## src/rtl/mbl_resp_msg_buffer.sv

```systemverilog
// Store-and-forward response message buffer: holds multi-beat messages until their last beat arrives.
// Optional MBL_RESP_BUF_CUT_THROUGH_EN forwards beats as soon as any are stored.
module mbl_resp_msg_buffer #(
    parameter int DATA_W    = 32,
    parameter int DEPTH     = 16,
    parameter int MSG_CNT_W = $clog2(DEPTH) + 1
) (
    input  logic                     clk,
    input  logic                     reset_n,
    input  logic                     in_valid,
    output logic                     in_ready,
    input  logic [DATA_W-1:0]        in_data,
    input  logic                     in_last,
    output logic                     out_valid,
    input  logic                     out_ready,
    output logic [DATA_W-1:0]        out_data,
    output logic                     out_last,
    output logic [$clog2(DEPTH):0]   level,
    output logic [MSG_CNT_W-1:0]     msg_count,
    output logic                     err_oversize
);

    localparam int AW = $clog2(DEPTH);
    localparam int PW = AW + 1;
    localparam logic [PW-1:0] FULL_LVL = PW'(DEPTH);

    typedef enum logic {OUT_IDLE, OUT_SEND} out_state_t;

    logic [DATA_W:0]      mem [DEPTH];
    logic [PW-1:0]        wr_ptr;
    logic [PW-1:0]        rd_ptr;
    logic [PW-1:0]        lvl;
    logic [MSG_CNT_W-1:0] msg_cnt;
    logic [DATA_W:0]      rd_word;
    logic                 full;
    logic                 wr_en;
    logic                 rd_en;
    logic                 rd_last;
    out_state_t           state;
    out_state_t           state_nxt;

    assign lvl       = wr_ptr - rd_ptr;
    assign full      = (lvl == FULL_LVL);
    assign in_ready  = !full;
    assign wr_en     = in_valid && !full;
    assign rd_word   = mem[rd_ptr[AW-1:0]];
    assign rd_last   = rd_word[DATA_W];
    assign out_valid = (state == OUT_SEND) && (lvl != '0);
    assign rd_en     = out_valid && out_ready;
    // Gate the payload so the idle/reset value is zero instead of stale RAM contents.
    assign out_data  = out_valid ? rd_word[DATA_W-1:0] : '0;
    assign out_last  = out_valid && rd_last;
    assign level     = lvl;
    assign msg_count = msg_cnt;

    always_ff @(posedge clk) begin
        if (wr_en) begin
            mem[wr_ptr[AW-1:0]] <= {in_last, in_data};
        end
    end

    always_ff @(posedge clk or negedge reset_n) begin
        if (!reset_n) begin
            wr_ptr  <= '0;
            rd_ptr  <= '0;
            msg_cnt <= '0;
            state   <= OUT_IDLE;
        end else begin
            state <= state_nxt;
            if (wr_en) begin
                wr_ptr <= wr_ptr + PW'(1);
            end
            if (rd_en) begin
                rd_ptr <= rd_ptr + PW'(1);
            end
            case ({wr_en && in_last, rd_en && rd_last})
                2'b10:   msg_cnt <= msg_cnt + MSG_CNT_W'(1);
                2'b01:   msg_cnt <= msg_cnt - MSG_CNT_W'(1);
                default: msg_cnt <= msg_cnt;
            endcase
        end
    end

`ifdef MBL_RESP_BUF_CUT_THROUGH_EN
    assign err_oversize = 1'b0;

    always_comb begin
        state_nxt = state;
        case (state)
            OUT_IDLE: if (lvl != '0) state_nxt = OUT_SEND;
            OUT_SEND: if (rd_en && rd_last) state_nxt = OUT_IDLE;
            default:  state_nxt = OUT_IDLE;
        endcase
    end
`else
    logic err_q;
    logic err_set;

    assign err_oversize = err_q;

    // A full buffer with no complete message can never finish its message; stream it out instead.
    always_comb begin
        state_nxt = state;
        err_set   = 1'b0;
        case (state)
            OUT_IDLE: begin
                if (msg_cnt != '0) begin
                    state_nxt = OUT_SEND;
                end else if (full) begin
                    state_nxt = OUT_SEND;
                    err_set   = 1'b1;
                end
            end
            OUT_SEND: if (rd_en && rd_last) state_nxt = OUT_IDLE;
            default:  state_nxt = OUT_IDLE;
        endcase
    end

    always_ff @(posedge clk or negedge reset_n) begin
        if (!reset_n) begin
            err_q <= 1'b0;
        end else if (err_set) begin
            err_q <= 1'b1;
        end
    end
`endif

endmodule

```

## config.mk

```make
export PLATFORM = sky130hd
export DESIGN_NAME = mbl_resp_msg_buffer
export DESIGN_NICKNAME = d
export VERILOG_FILES = /design/src/rtl/mbl_resp_msg_buffer.sv
export SDC_FILE = /design/constraint.sdc
export NUM_CORES = 1
export LEC_CHECK = 0
export CAP_MARGIN = 0
export CORE_MARGIN = 1.5
export CORE_UTILIZATION = 30
export CTS_CLUSTER_DIAMETER = 60
export DETAILED_ROUTE_END_ITERATION = 6
export PLACE_DENSITY = 0.51
export SYNTH_ARGS = -nofsm -noshare
export SYNTH_HDL_FRONTEND = slang
export SYNTH_SLANG_ARGS = --single-unit
```

## constraint.sdc

```tcl
create_clock -name clk -period 6.9 [get_ports clk]
set_clock_uncertainty 0.15 [all_clocks]
set_input_delay 1.38 -clock clk [delete_from_list [all_inputs] [get_ports clk]]
set_output_delay 1.38 -clock clk [all_outputs]
set_load 0.02 [all_outputs]
```

Word level (Yosys, flattened, before mapping)

Memory sizes are Yosys's and may differ from the RTL's.
Index checks and enable logic that the tools add are counted.

Add/sub/neg operators: 5
Eq/ne operators: 3
Muxes and demuxes: 10
Bitwise operators: 1
Reduce and logical (&&, ||, !) cells: 10

Operators with widths:

| kind                                                                  | number |
|---|---|
| 32-bit two-way mux                                                    | 1 |
| 5-bit by 1-bit adder with 5-bit output, second input constant         | 3 |
| 5-bit case mux with 2 select lines                                    | 1 |
| 5-bit nonzero test                                                    | 2 |
| 1-bit two-way mux                                                     | 7 |
| 1-bit logical AND                                                     | 6 |
| 5-bit equality test, second input constant                            | 1 |
| 5-bit by 1-bit subtractor with 5-bit output, second input constant    | 1 |
| 5-bit subtractor                                                      | 1 |
| 2-bit by 1-bit equality test with 1-bit output, second input constant | 1 |
| 2-bit equality test, second input constant                            | 1 |
| 1-bit case mux with 2 select lines                                    | 1 |
| 2-bit nonzero test                                                    | 1 |
| 1-bit logical NOT                                                     | 1 |
| 1-bit inverter                                                        | 1 |

Register bits after elaboration: 17
Bits in writable memories: 528
Bits of input ports: 37
Word-level logic and storage cells: 35
Memories: 1

Memory list:

| memory | depth | width | read ports | clocked after Yosys merged registers in | write ports | RTL line | source |
|---|---|---|---|---|---|---|---|
| mem    | 16    | 33    | 1          | 0                                       | 1           | 29       | `logic [DATA_W:0] mem [DEPTH];` |

Logic depth before layout (Yosys ltp)

Word-level depth: 7
Mapped depth: 18
Depth with buffers taken out: 16

Least setup slack after synthesis

OpenSTA, ideal clock, no wires.

Path type: flip-flop to flip-flop
From: reg rd_ptr[1]
To: mem mem[0][0] in the netlist's numbering, enable pin
Arrival time: 5.456 ns
Data required time: 6.286 ns
Slack: 0.829 ns
Stages on the path, launching flop included: 13
Cell sequence: dfrtp_1 > buf_2 > buf_1 > clkbuf_1 > inv_1 > fa_1 > xor2_1 > and4b_4 > o211ai_2 > and2_1 > buf_2 > nand2_1 > nor3_1

Word-level cells in the longest chain between the ends: 6

RTL lines:

| what                                    | RTL line | source |
|---|---|---|
| start: declaration                      | 31       | `logic [PW-1:0] rd_ptr;` |
| start signal: assignment                | 74       | `rd_ptr <= rd_ptr + PW'(1);` |
| 5-bit subtractor                        | 42       | `assign lvl = wr_ptr - rd_ptr;` |
| net level[2]                            | 18       | `output logic [$clog2(DEPTH):0] level,` |
| 5-bit equality test                     | 43       | `assign full = (lvl == FULL_LVL);` |
| 1-bit logical NOT                       | -        |  |
| net in_ready                            | 11       | `output logic in_ready,` |
| 1-bit logical AND                       | 45       | `assign wr_en = in_valid && !full;` |
| 1-bit two-way mux                       | 57       | `if (wr_en) begin` |
| 1-bit two-way mux (implied by the code) | 58       | `mem[wr_ptr[AW-1:0]] <= {in_last, in_data};` |
| end: declaration                        | 29       |  |

The timed path passes the listed nets, and every way through them passes these cells.

Final worst setup path

From: reg rd_ptr[1]
To: out out_data[27]

Word-level cells in the longest chain between the ends: 4

RTL lines:

| what                   | RTL line | source |
|---|---|---|
| 5-bit subtractor       | 42       |  |
| 5-bit nonzero test     | 48       | `assign out_valid = (state == OUT_SEND) && (lvl != '0);` |
| 1-bit logical AND      | 48       |  |
| 32-bit two-way mux (*) | 51       | `assign out_data = out_valid ? rd_word[DATA_W-1:0] : '0;` |
| end: declaration       | 16       | `output logic [DATA_W-1:0] out_data,` |

Every way passes the cells marked *; elsewhere a longest branch is shown, timed or not.

==> results.json <==
{
  "met3_wirelength_um": 2070,
  "cts_setup_buffers": 0,
  "coreArea_sq_mm": 0.0701,
  "io_buffers": 82,
  "wl_um": 49100,
  "worstPathRequired_ns": 5.37,
  "finalSetupTns_ns": 0,
  "synthXorXnorAreaFrac_pct": 0.576,
  "cts_hold_buf": 0,
  "drive_gt1_share_pct": 27.3,
  "synth_top_cells_by_count": "edfxtp_1, mux4_2, and3_1",
  "syn_area_per_cell_sq_um": 23.1,
  "fin_hold_ws_ns": 0.324,
  "die-area_sq_mm": 0.0726,
  "syn_area_sq_mm": 0.0213,
  "period_needed_ns": 5.91,
  "grt_pass1_wl_um": 72300,
  "hold_class": "reg2reg",
  "cp.arrival_ns": 4.38,
  "area_delta_synth_final_pct": 18.2,
  "first_global_vias": 10200,
  "grt_overflow": 0,
  "cts_buffers": 57,
  "drt_iter0_drc": 749,
  "drc": 0,
  "grt_usage_pct": 13.6,
  "synth_top_area_share_pct": 74.5,
  "syn_nets": 970,
  "clk_pin_slew_worst_paths_ns": 0.06,
  "drtPass1Iterations": 5,
  "hold_viol_final": 0,
  "wl_met2_um": 23900,
  "critPathKind": "reg2out",
  "die_x_um": 269,
  "synthArstFlopShare_pct": 3.12,
  "gp_congestion": 0.708,
  "yosysTopAreaCell": "edfxtp_1",
  "setup_violations": 0,
  "synthTopCellsByArea": "edfxtp_1, mux4_2, dfrtp_1, and3_1, ha_1",
  "wl_per_cell_um": 24.2,
  "cts_tree": "yes",
  "cts_resized": 0,
  "p_leak_nw": 7.85,
  "peakVddDrop_v": 0.000402,
  "fmax_mhz": 169,
  "final_core_util_pct": 35.9,
  "cts_htree_levels": 2,
  "clock_sinks": 545,
  "clk_latency_ns": 0.61,
  "ys_seq_area_share_pct": 76.5,
  "cts_buffer_depth": 3,
  "muxShareOfSynthArea_pct": 17.6,
  "endpoint_kind": "output pin",
  "drv_cap": 0,
  "routed.top_layer": "met5",
  "std_cell_rows": 97,
  "powerDensity_mw_per_mm2": 440,
  "slew_viol_final": 0,
  "drt.antenna.violating_nets": 0,
  "synth-simple-area-share_pct": 2.74,
  "synth-edff-count": 528,
  "finalNetCount": 1089,
  "initial_core_util_pct": 30.4,
  "yosys_warnings": 0,
  "die_h_um": 269,
  "startpoint_type": "register",
  "synth_top_family_by_area": "multiplexers",
  "synth_compound_area_share_pct": 0.682,
  "wl_met1_um": 22500,
  "crit_fanout": 43,
  "grt_max_degree": 95,
  "outcome": "completed",
  "ios": 83,
  "synth.most_common_cell": "edfxtp_1",
  "syn_inst": 921,
  "cts_root_buffer": "clkbuf_16",
  "power_mw": 11.1,
  "grt_antenna_before_repair": 3,
  "via_count": 9673,
  "min_period_over_period_pct": 85.7,
  "synth_adder_area_share_pct": 0.740,
  "synth-main-ff-cell": "edfxtp_1",
  "hpwlAfterDp_um": 25900,
  "maxSlewHeadroom_pct": 34.6,
  "vias_per_cell": 4.77,
  "ys_types": 49,
  "synth_seq_cells": 545,
  "worst_pin_slew_ns": 0.980,
  "rsz0062_at_grt": "no"
}
[flip-flops by register name, indices dropped and copies added (netlist names)]
| register | cells |
|---|---|
| mem | 528 |
| msg_count | 5 |
| rd_ptr | 5 |
| wr_ptr | 5 |
| err_oversize | 1 |
| state | 1 |
[path summary, 6_finish.rpt]
check | startpoint | end | slack (ns) | cells past startpoint
max in group asynchronous | reset_n | rd_ptr[0] | 4.88 | 1
worst max-delay path | rd_ptr[1] | out_data[27] | 0.99 | 8
worst min register to register | err_oversize | err_oversize | 0.32 | 1
min in group asynchronous | reset_n | msg_count[0] | 1.11 | 1
worst min-delay path | err_oversize | err_oversize | 0.32 | 1
worst max register to register | rd_ptr[1] | msg_count[4] | 2.06 | 14
[metrics by stage]
| step | setup WS [ns] | cell area, sq um | cells |
|---|---|---|---|
| detailed placement | 1.58 | 23400 | 1921 |
| global route | 0.772 | 25200 | 2028 |
| finish | 0.988 | 25200 | 2030 |
| floorplan | 0.829 | 21300 | 921 |
| global placement | 1.67 | 23400 | 1921 |
| CTS | 0.915 | 25200 | 2028 |
[logic make-up (layout without fill, tap and decap cells)]
logic type                 count (synthesis)  in the layout
buffers and inverters                     60            227
muxes                                    170            170
xor gates and xnor gates                  14             14
and+or+nand+nor                          100            100
AOI/OAI and AO/OA                         20             20
DFF                                      545            545
adders and majority gates                 12             12
other                                      0              2
[cell type report]
| class | instances | area (sq um) |
|---|---|---|
| Multi-Input combinational cell | 316 | 4890 |
| Clock buffer | 75 | 1520 |
| Clock inverter | 32 | 195 |
| Antenna cell | 2 | 5.00 |
| Timing Repair Buffer | 109 | 1050 |
| Sequential cell | 545 | 16300 |
| Tap cell | 940 | 1180 |
| Fill cell | 6506 | 45000 |
| Inverter | 11 | 41.3 |
[per-layer routing]
layer  vias up  GRT usage, %
met5         -             0
met4         4          2.76
met3        66          2.73
met2       184          21.9
met1      5267          19.1
li1       4152             -
[cell usage in the layout, fill, tap and decap left out, types with 4 or more instances in the layout]
master and count:
nor2_1 5, clkdlybuf4s50_1 82, xnor2_1 10, nor2_4 12, o21ai_0 4, a21oi_1 6, clkbuf_1 17, clkbuf_16 58
nand2_1 13, and3_1 34, edfxtp_1 528, inv_1 10, dfrtp_1 13, clkinv_2 9, nor3_2 4, buf_4 25
mux4_2 164, nand3b_1 4, ha_1 11, xor2_1 4, clkinv_1 16
[critical path, cell delays in order, from the launching register on]
cell             delay (ns)
dfrtp_4                0.92
inv_1                  0.19
fa_1                   0.47
xor2_1                 0.30
and4b_4                0.27
o2bb2ai_4              0.58
buf_12                 0.25
and3_1                 0.18
clkdlybuf4s50_1        0.60
[power breakdown]
| part | total (mW) | internal [mW] | switching (mW) |
|---|---|---|---|
| Combinational | 4.02 | 1.94 | 2.08 |
| Sequential | 4.25 | 4.03 | 0.216 |
| Clock | 2.82 | 1.55 | 1.26 |
| Total | 11.1 | 7.52 | 3.56 |
(Power assumes the default switching activity.)
